### src/rtl/unsigned_seq_divider_if.sv
// Handshake and operand/result bundle for the unsigned sequential divider.
// The requester drives start and the operands; the divider drives status and results.
interface unsigned_seq_divider_if #(
   parameter int DW = 12,
   parameter int VW = 6
) ();
   logic          start;
   logic [DW-1:0] dividend;
   logic [VW-1:0] divisor;
   logic          busy;
   logic          done;
   logic [DW-1:0] quotient;
   logic [VW-1:0] remainder;
   logic          div_by_zero;

   modport master (
      output start, dividend, divisor,
      input  busy, done, quotient, remainder, div_by_zero
   );

   modport slave (
      input  start, dividend, divisor,
      output busy, done, quotient, remainder, div_by_zero
   );
endinterface

### src/rtl/unsigned_seq_divider.sv
// Restoring unsigned divider: DW-bit dividend / VW-bit divisor, one quotient
// bit per clock. Results, busy and done are all registered. A zero divisor is
// answered immediately with an all-ones quotient and the dividend's low bits
// as remainder.
module unsigned_seq_divider #(
   parameter int DW = 12,
   parameter int VW = 6,
   parameter int CW = 4
) (
   input logic                clk,
   input logic                rst,
   unsigned_seq_divider_if.slave bus
);

   typedef enum logic [1:0] {
      ST_IDLE = 2'd0,
      ST_RUN  = 2'd1,
      ST_DONE = 2'd2
   } state_t;

   state_t        state_r, state_s;
   logic [DW-1:0] shreg_r, shreg_s;     // dividend bits out, quotient bits in
   logic [VW-1:0] dvsr_r, dvsr_s;
   logic [VW:0]   prem_r, prem_s;       // one extra bit so the compare never truncates
   logic [CW-1:0] cnt_r, cnt_s;
   logic [DW-1:0] quot_r, quot_s;
   logic [VW-1:0] rem_r, rem_s;
   logic          dbz_r, dbz_s;
   logic          busy_r, busy_s;
   logic          done_r, done_s;

   logic [VW+1:0] step_s;               // {next partial remainder, quotient bit}
   logic [VW:0]   step_prem_s;
   logic          step_qbit_s;
   logic [DW-1:0] step_shreg_s;

   // One restoring iteration: shift in the next dividend bit, subtract if it fits.
   function automatic logic [VW+1:0] restore_step(
      input logic [VW:0]   prem,
      input logic          msb,
      input logic [VW-1:0] dvsr
   );
      logic [VW:0] trial;
      trial = {prem[VW-1:0], msb};
      if (trial >= {1'b0, dvsr}) begin
         restore_step = {trial - {1'b0, dvsr}, 1'b1};
      end else begin
         restore_step = {trial, 1'b0};
      end
   endfunction

   // Datapath for the current iteration, evaluated every cycle.
   always_comb begin
      step_s       = restore_step(prem_r, shreg_r[DW-1], dvsr_r);
      step_prem_s  = step_s[VW+1:1];
      step_qbit_s  = step_s[0];
      step_shreg_s = {shreg_r[DW-2:0], step_qbit_s};
   end

   // Next-state and next-register logic for the IDLE/RUN/DONE controller.
   always_comb begin
      state_s = state_r;
      shreg_s = shreg_r;
      dvsr_s  = dvsr_r;
      prem_s  = prem_r;
      cnt_s   = cnt_r;
      quot_s  = quot_r;
      rem_s   = rem_r;
      dbz_s   = dbz_r;
      busy_s  = busy_r;
      done_s  = done_r;

      case (state_r)
         ST_IDLE, ST_DONE: begin
            if (bus.start) begin
               if (bus.divisor != {VW{1'b0}}) begin
                  shreg_s = bus.dividend;
                  dvsr_s  = bus.divisor;
                  prem_s  = {(VW+1){1'b0}};
                  cnt_s   = CW'(DW);
                  busy_s  = 1'b1;
                  done_s  = 1'b0;
                  state_s = ST_RUN;
               end else begin
                  quot_s  = {DW{1'b1}};
                  rem_s   = bus.dividend[VW-1:0];
                  dbz_s   = 1'b1;
                  busy_s  = 1'b0;
                  done_s  = 1'b1;
                  state_s = ST_DONE;
               end
            end else begin
               busy_s  = 1'b0;
               done_s  = 1'b0;
               state_s = ST_IDLE;
            end
         end
         ST_RUN: begin
            shreg_s = step_shreg_s;
            prem_s  = step_prem_s;
            cnt_s   = cnt_r - CW'(1);
            if (cnt_r == CW'(1)) begin
               quot_s  = step_shreg_s;
               rem_s   = step_prem_s[VW-1:0];
               dbz_s   = 1'b0;
               busy_s  = 1'b0;
               done_s  = 1'b1;
               state_s = ST_DONE;
            end else begin
               busy_s  = 1'b1;
               done_s  = 1'b0;
               state_s = ST_RUN;
            end
         end
         default: begin
            busy_s  = 1'b0;
            done_s  = 1'b0;
            state_s = ST_IDLE;
         end
      endcase
   end

   // State and working/result registers with synchronous reset.
   always_ff @(posedge clk) begin
      if (rst) begin
         state_r <= ST_IDLE;
         shreg_r <= {DW{1'b0}};
         dvsr_r  <= {VW{1'b0}};
         prem_r  <= {(VW+1){1'b0}};
         cnt_r   <= {CW{1'b0}};
         quot_r  <= {DW{1'b0}};
         rem_r   <= {VW{1'b0}};
         dbz_r   <= 1'b0;
         busy_r  <= 1'b0;
         done_r  <= 1'b0;
      end else begin
         state_r <= state_s;
         shreg_r <= shreg_s;
         dvsr_r  <= dvsr_s;
         prem_r  <= prem_s;
         cnt_r   <= cnt_s;
         quot_r  <= quot_s;
         rem_r   <= rem_s;
         dbz_r   <= dbz_s;
         busy_r  <= busy_s;
         done_r  <= done_s;
      end
   end

   assign bus.busy        = busy_r;
   assign bus.done        = done_r;
   assign bus.quotient    = quot_r;
   assign bus.remainder   = rem_r;
   assign bus.div_by_zero = dbz_r;

endmodule
### src/flat_wrapper.sv
// flat-port wrapper written by rule: the top's interface ports become plain ports
module unsigned_seq_divider_flat 
#(
   parameter int DW = 12,
   parameter int VW = 6,
   parameter int CW = 4
)
  (clk, rst, bus_start, bus_dividend, bus_divisor, bus_busy, bus_done, bus_quotient, bus_remainder, bus_div_by_zero);
  unsigned_seq_divider_if #(.DW(DW), .VW(VW)) bus_i ();
  input logic clk;
  input logic rst;
  input wire logic [$bits(bus_i.start)-1:0] bus_start;
  input wire logic [$bits(bus_i.dividend)-1:0] bus_dividend;
  input wire logic [$bits(bus_i.divisor)-1:0] bus_divisor;
  output wire logic [$bits(bus_i.busy)-1:0] bus_busy;
  output wire logic [$bits(bus_i.done)-1:0] bus_done;
  output wire logic [$bits(bus_i.quotient)-1:0] bus_quotient;
  output wire logic [$bits(bus_i.remainder)-1:0] bus_remainder;
  output wire logic [$bits(bus_i.div_by_zero)-1:0] bus_div_by_zero;
  assign bus_i.start = bus_start;
  assign bus_i.dividend = bus_dividend;
  assign bus_i.divisor = bus_divisor;
  assign bus_busy = bus_i.busy;
  assign bus_done = bus_i.done;
  assign bus_quotient = bus_i.quotient;
  assign bus_remainder = bus_i.remainder;
  assign bus_div_by_zero = bus_i.div_by_zero;
  unsigned_seq_divider #(.DW(DW), .VW(VW), .CW(CW)) u_core (.clk(clk), .rst(rst), .bus(bus_i));
endmodule
### config.mk
export PLATFORM = sky130hd
export DESIGN_NAME = unsigned_seq_divider_flat
export DESIGN_NICKNAME = d
export VERILOG_FILES = /design/src/rtl/unsigned_seq_divider_if.sv /design/src/rtl/unsigned_seq_divider.sv /design/src/flat_wrapper.sv
export SDC_FILE = /design/constraint.sdc
export NUM_CORES = 1
export LEC_CHECK = 0
export CAP_MARGIN = 20
export CORE_UTILIZATION = 52
export CTS_CLUSTER_DIAMETER = 200
export DETAILED_ROUTE_END_ITERATION = 12
export GPL_ROUTABILITY_DRIVEN = 0
export GPL_TIMING_DRIVEN = 0
export PLACE_DENSITY = 0.79
export SETUP_SLACK_MARGIN = 0.05
export SLEW_MARGIN = 30
export SYNTH_ARGS = -nofsm -noshare
export SYNTH_HDL_FRONTEND = slang
export SYNTH_SLANG_ARGS = --single-unit
### constraint.sdc
create_clock -name clk -period 2.8 [get_ports clk]
set_input_delay 0.84 -clock clk [delete_from_list [all_inputs] [get_ports clk]]
set_output_delay 0.84 -clock clk [all_outputs]
set_load 0.02 [all_outputs]
Yosys cells after proc, flatten, opt, wreduce, memory -nomap -nowiden --
Cells that the tools add are included.
Word-level totals: register bits 51, output and inout bits 21
Cells by class: add/subtract/negate cells 2, magnitude comparators 1, equal/unequal tests 7, mux-type cells 34, reductions and logical operators 7
Operator list (number):
- 12-bit 2-to-1 mux | 5
- 12-bit one-hot mux with 2 select lines | 2
- 6-bit 2-to-1 mux | 5
- 6-bit one-hot mux with 2 select lines | 2
- 1-bit 2-to-1 mux | 9
- 4-bit 2-to-1 mux | 2
- 4-bit one-hot mux with 2 select lines | 1
- 7-bit by 6-bit >= comparator with 1-bit output | 1
- 7-bit 2-to-1 mux | 1
- 2-bit 2-to-1 mux | 3
- 1-bit one-hot mux with 2 select lines | 3
- 3-bit AND reduction | 2
- 6-bit nonzero test | 1
- 6-bit subtractor | 1
- 4-bit by 1-bit equality test with 1-bit output, second input constant | 1
- 2-bit by 1-bit != test with 1-bit output, second input constant | 2
- 2-bit != test, second input constant | 2
- 2-bit one-hot mux with 2 select lines | 1
- 4-bit AND reduction | 1
- 4-bit by 1-bit subtractor with 4-bit output, second input constant | 1
- 2-bit by 1-bit equality test with 1-bit output, second input constant | 1
- 2-bit equality test, second input constant | 1
- 2-bit zero test | 1
- 2-bit nonzero test | 1
- 2-bit OR reduction | 1

Logic depth before layout (Yosys ltp) --
Gate-level depths: netlist (run 1).
word-level depth 4, depth in mapped cells 9, gate-level depth less buffers 9

Least setup slack after synthesis (run 1) --
Ideal clock, no wire load.
path kind input to register, from input port bus_start, to register u_core.rem_r[0], in the netlist u_core.bus.remainder[0], library setup time 88 ps, data arrival time 1891 ps, setup slack 821 ps, stages 7, path buffers 2, cells stage by stage nor2b_1 -> clkbuf_1 -> nand4_1 -> nand2_4 -> buf_6 -> nor2_1 -> a311oi_2
Between the ends: longest elaborated chain between the ends 2
Ends and longest elaborated chain:
- start, declared | line flat_wrapper.sv:12 | input wire logic [$bits(bus_i.start)-1:0] bus_start;
- 2-bit != test (no line)
- 4-bit AND reduction (no line)
- end signal, assigned | line unsigned_seq_divider.sv:132 | rem_r <= {VW{1'b0}};
- end signal, assigned | line unsigned_seq_divider.sv:143 | rem_r <= rem_s;
- end, declared | line unsigned_seq_divider.sv:27 | logic [VW-1:0] rem_r, rem_s;
Every way passes these cells. A chain may end at the register's enable or synchronous reset.

Final worst setup path (run 1) --
from input port bus_divisor[1], to register u_core.cnt_r[3]
Between the ends: longest elaborated chain between the ends 3
Ends and longest elaborated chain:
- start, declared | line flat_wrapper.sv:14 | input wire logic [$bits(bus_i.divisor)-1:0] bus_divisor;
- 6-bit nonzero test | line unsigned_seq_divider.sv:76 | if (bus.divisor != {VW{1'b0}}) begin
- 2-bit by 1-bit != test with 1-bit output (no line)
- 3-bit AND reduction (no line)
- end signal, assigned | line unsigned_seq_divider.sv:130 | cnt_r <= {CW{1'b0}};
- end signal, assigned | line unsigned_seq_divider.sv:141 | cnt_r <= cnt_s;
- end, declared | line unsigned_seq_divider.sv:25 | logic [CW-1:0] cnt_r, cnt_s;
Every way passes these cells.

==> results of run 1 <==
==> synth_stat cells, types with 2 or more instances <==
cell type  number  area share
ha_1            8       0.042
xor2_1          2      0.0074
nor2b_1         4       0.011
a311oi_1       12       0.044
clkbuf_1        8       0.013
xnor2_1         2      0.0074
buf_2           4      0.0084
a31oi_1         4       0.011
a21o_1          3      0.0095
a311oi_2        7       0.044
inv_1          11       0.017
nor3_1          7       0.015
nor2_1         50       0.079
or3_1           2      0.0053
nand3_1         3      0.0063
buf_1           4      0.0063
a22oi_1         4       0.013
a211oi_1       12       0.038
o22ai_1         2      0.0053
nand2_1        49       0.077
buf_6           3       0.014
a21oi_1        17       0.036
dfxtp_1        49        0.41
==> cell usage in the layout (no fill, tap or decap), drive strengths merged, types with 2 or more instances in the layout <==
cell type / instances
clkinv: 2
xor2: 2
nor3: 7
buf: 12
or2: 2
a31oi: 4
or3: 2
a311oi: 19
nor2b: 4
inv: 11
a211oi: 12
a22oi: 4
o21ai: 2
clkdlybuf4s50: 40
xnor2: 2
clkbuf: 14
nand2: 50
dfxtp: 49
nand3: 3
nor2: 50
ha: 8
o22ai: 2
a21oi: 18
a21o: 3
==> per-layer routing <==
| layer | up-vias | wire [microns] | global-route usage |
|---|---|---|---|
| li1 | 1103 | - | - |
| met1 | 1051 | 2590 | 0.362 |
| met3 | 11 | 417 | 0.0465 |
| met2 | 93 | 2730 | 0.415 |
| met5 | - | 0 | 0 |
| met4 | 0 | 116 | 0.104 |
==> through the flow <==
stage	TNS, ps	cell area (sq um)
4_1_cts	0	2930
5_1_grt	0	2930
3_5_place_dp	-147	2850
2_1_floorplan	0	2380
3_3_place_gp	-42.5	2850
6_report	0	2930
==> layout make-up <==
cell class | instances | area (sq um) | share of cell area
plain buffers | 21 | 111 | 0.0380
inverters | 11 | 41.3 | 0.0141
clock inverters | 3 | 17.5 | 0.00597
multi-input cells | 209 | 1250 | 0.425
well taps | 52 | 65.1 | 0.0222
flip-flops and latches | 49 | 981 | 0.334
clock buffers | 5 | 68.8 | 0.0235
repair buffers | 40 | 400 | 0.137
==> how the worst max path moves through the flow <==
stage,startpoint,end,slack (ps),cells past startpoint
floorplan,bus_start,u_core.bus.remainder[0]$_SDFFE_PP0P_,820,7
global placement,bus_divisor[1],u_core.shreg_r[0]$_SDFFE_PP0P_,-30,6
detailed placement,bus_divisor[1],u_core.cnt_r[3]$_SDFFE_PP0P_,-60,6
CTS,bus_divisor[1],u_core.cnt_r[3]$_SDFFE_PP0P_,260,6
global route,bus_divisor[1],u_core.cnt_r[3]$_SDFFE_PP0P_,70,6
finish,bus_divisor[1],u_core.cnt_r[3]$_SDFFE_PP0P_,230,6
==> critical path, cell delays in order <==
cell             delay, ps
clkdlybuf4s50_1        470
nor2_1                  80
a311oi_2               550
nor2_1                 320
or3_1                  420
a21oi_1                120
==> registers in the layout, summed over array words and instances, names as in the netlist <==
register / cells
u_core.shreg_r: 12
u_core.prem_r: 6
u_core.bus.div_by_zero: 1
u_core.dvsr_r: 6
u_core.bus.quotient: 12
u_core.bus.remainder: 6
u_core.cnt_r: 4
u_core.state_r: 2
==> cell families after synthesis <==
group | after synthesis | share of synthesized area
AO/OA/AOI/OAI | 70 | 0.231
XOR/XNOR | 4 | 0.0147
adder cells (fa/ha/maj) | 9 | 0.0504
buffers and inverters | 32 | 0.0641
flip-flops | 49 | 0.412
multiplexers | 1 | 0.00420
AND/OR/NAND/NOR | 125 | 0.224
==> power breakdown <==
group          switching, mW  internal, mW  total [mW]
sequential            0.0382         0.749       0.787
clock                  0.238         0.173       0.410
combinational          0.273         0.193       0.466
==> impl_metrics.ini, run 1 <==
[outcome]
status = completed

[timing]
finalSetupViolCount = 0
fin_crit_sh = 0.918
drv_slew = 0
slew_headroom = 0.550
fmax_mhz = 389
finClkSkew_ps = 9.54
worst_hold_slack_ps = 467
finalHoldViolations = 0
tightest_slew_ps = 672
rsz0062_at_grt = no
layout_min_cycle_time_ps = 2570
layout_setup_ws_ps = 231

[layout]
area_delta_synth_final_pct = 23.2
utilization = 0.669
fillers = 392
stdcell_count = 390
nets = 367
n_antenna_cell = 0
layout-drive-gt1-share = 0.0828

[power]
p_per_area_nw_per_um2 = 567
total_power_mw = 1.66
irDropWorstVdd_v = 0.000344
p_leak_nw = 1.09

[cts]
cts_tree = yes
clkTransAtPathRegs_ps = 90
clock-sinks = 49
cts_setup_buffers = 0
cts_max_path_buffers = 2
cts_resized = 0
cts-root-buf = clkbuf_8
cts_hold_buf = 0
h-tree-depth = 2
clk_latency_ps = 310
numCtsBuffers = 5

[worst_setup_path]
cp-start-kind = primary input
reg2reg_depth = 8
reg2reg_slack_ps = 680
crit_required_ps = 3040
critical_path_arrival_ps = 2810
rr_endpoint = u_core.bus.remainder[0]$_SDFFE_PP0P_
cp_max_fo = 9
endpoint_kind = register
r2r-start = u_core.dvsr_r[4]$_SDFFE_PP0P_
path_class = in2reg

[route]
totalWireLength_microns = 5860
drt_pass1_iterations = 5
vias = 2258
vias_per_cell = 5.79
post_drt_wl_per_cell_microns = 15.0
antenna_left = 0
drt-initial-drc-count = 191
drc_errors = 0

[job]
cap_violations = 0

[global_routing]
grt_use_total = 0.265
grt_overflow = 0
grt_pass1_vias = 2107
antenna_found_initial = 0
grt_pass1_wl_microns = 10100
grt_max_degree = 16

[min_path]
hold_path_depth = 2
min_to = u_core.dvsr_r[5]$_SDFFE_PP0P_
min-delay-start = u_core.dvsr_r[5]$_SDFFE_PP0P_
min_path_type = reg2reg

[placement]
placed_cells = 382
portBuffers = 40
dp_hpwl_microns = 4300
dp_slack_ps = -57.8

[logic_synthesis]
synth_area_sq_um = 2380
netlist_instances = 290
syn_nets = 320
async_flop_share = 0
synth_flop_cell = dfxtp_1
ys_ff_latch = 49
syn_avg_cell_area_sq_um = 8.21
synth-warning-count = 0
synth_cell_types = 46
synth_edf_count = 0
synth-seq-area-share = 0.412

[die]
die_h_microns = 69.7
rows = 24
die_area_sq_um = 4850
core-area_sq_um = 4380
pin_count = 42
start_util = 0.543
die_w_microns = 69.7
Note: power is estimated with default switching activity, not from simulation.
==> run 2, diff against run 1 <==
Settings changed: HOLD_SLACK_MARGIN set to 0.05, REMOVE_ABC_BUFFERS set to 1.
==> run 2 against run 1 <==
  * Critical endpoint is now u_core.bus.quotient[11]$_SDFFE_PP0P_
  * Register-to-register slack lost 350 ps
  * Clock power grew 25%
  * Critical path depth is the same
  * Final cell count shrank 4.6%
  * Sequential cell count is the same
==> impl_metrics.ini, run 2 (same netlist as run 1, synthesis figures left out) <==
[outcome]
status = completed

[die]
die_w_microns = 69.7
pin_count = 42
start_util = 0.543
die_h_microns = 69.7
core-area_sq_um = 4380
rows = 24
die_area_sq_um = 4850

[worst_setup_path]
reg2reg_depth = 5
slowest_delay_ps = 470
cp_max_fo = 30
crit_required_ps = 3010
critical_path_arrival_ps = 2700
path_class = in2reg
cp_slowest_cell = clkdlybuf4s50_1
cp-start-kind = primary input
endpoint_kind = register
path_cells = clkdlybuf4s50_1, nor2b_2, nand4_1, nand2_4, nor2_1, a211oi_1

[route]
post_drt_wl_per_cell_microns = 14.7
vias_per_cell = 5.77
drt-initial-drc-count = 139
vias = 2145
totalWireLength_microns = 5460
antenna_left = 0
drt_pass1_iterations = 4
drc_errors = 0

[timing]
drv_slew = 0
fmax_mhz = 401
finalSetupViolCount = 0
finalHoldViolations = 0
tns_ps = 0
layout_min_cycle_time_ps = 2490
slew_headroom = 0.529
rsz0062_at_grt = no
layout_setup_ws_ps = 309
worst_hold_slack_ps = 465
tightest_slew_ps = 707
finClkSkew_ps = 13.2
fin_crit_sh = 0.890

[layout]
utilization = 0.661
n_antenna_cell = 0
area_delta_synth_final_pct = 21.7
nets = 349
final_cell_mix = nor2_1 (50), nand2_1 (49), dfxtp_1 (49)
layout_commonest_cell = nor2_1
layout-drive-gt1-share = 0.0750

[cts]
numCtsBuffers = 5
cts_max_path_buffers = 2
cts-root-buf = clkbuf_8
clkTransAtPathRegs_ps = 90
h-tree-depth = 2
clock-sinks = 49
clk_latency_ps = 310
cts_tree = yes

[power]
irDropWorstVdd_v = 0.000348
p_per_area_nw_per_um2 = 602
p_leak_nw = 1.07

[min_path]
hold_path_depth = 2
min_path_type = reg2reg

[placement]
portBuffers = 41
dp_hpwl_microns = 3690
dp_slack_ps = -290

[global_routing]
antenna_found_initial = 0
grt_overflow = 0
grt_pass1_wl_microns = 9090
grt_use_total = 0.231
grt_max_degree = 38
grt_pass1_vias = 2002

[job]
cap_violations = 0
## run 2: path summary, 6_finish.rpt
| check | endpoint | startpoint | slack, ps |
|---|---|---|---|
| worst max-delay path | u_core.bus.quotient[11]$_SDFFE_PP0P_ | bus_start | 310 |
| worst min-delay path | u_core.dvsr_r[5]$_SDFFE_PP0P_ | u_core.dvsr_r[5]$_SDFFE_PP0P_ | 470 |
| worst max register to register | u_core.bus.quotient[11]$_SDFFE_PP0P_ | u_core.state_r[0]$_SDFF_PP0_ | 330 |
| worst min register to register | u_core.dvsr_r[5]$_SDFFE_PP0P_ | u_core.dvsr_r[5]$_SDFFE_PP0P_ | 470 |
## run 2: what timing repair did
action / 4_1_cts / 5_1_grt
buffers inserted: 1 / 0
resized for setup: 0 / 1
pin swaps: 1 / 0
setup endpoints to repair: 1 / 5
hold buffers: 0 / 0
## run 2: area by class of cell
class / count / area, sq um
repair buffers: 43 / 433
multi-input cells: 209 / 1260
inverters: 11 / 41.3
flip-flops and latches: 49 / 981
clock buffers: 5 / 68.8
well taps: 52 / 65.1
clock inverters: 3 / 43.8
fillers: 369 / 1490
## run 2: critical path, delay by kind of cell
family	cells	cell delay (ps)
buf+inv	1	470
compound gates	1	280
simple gates	4	1100
## run 2: routing by layer
metal | global-route usage | share of wire | vias up
met2 | 0.384 | 0.48 | 69
met1 | 0.300 | 0.45 | 1003
met3 | 0.0538 | 0.058 | 6
met5 | 0 | 0 | -
met4 | 0.0667 | 0.010 | 0
li1 | - | - | 1067
## run 2: through the flow
step | cell area, sq um | std cells | power [mW]
6_report | 2900 | 372 | 1.74
5_1_grt | 2900 | 372 | 1.83
4_1_cts | 2890 | 372 | 1.74
3_5_place_dp | 2770 | 363 | 1.23
3_3_place_gp | 2750 | 362 | 1.22
2_1_floorplan | 2270 | 269 | 1.09
## run 2: report_power, final
group	internal (mW)	total [mW]	switching, mW
registers	0.749	0.789	0.0401
logic	0.182	0.442	0.260
clock network	0.268	0.512	0.244
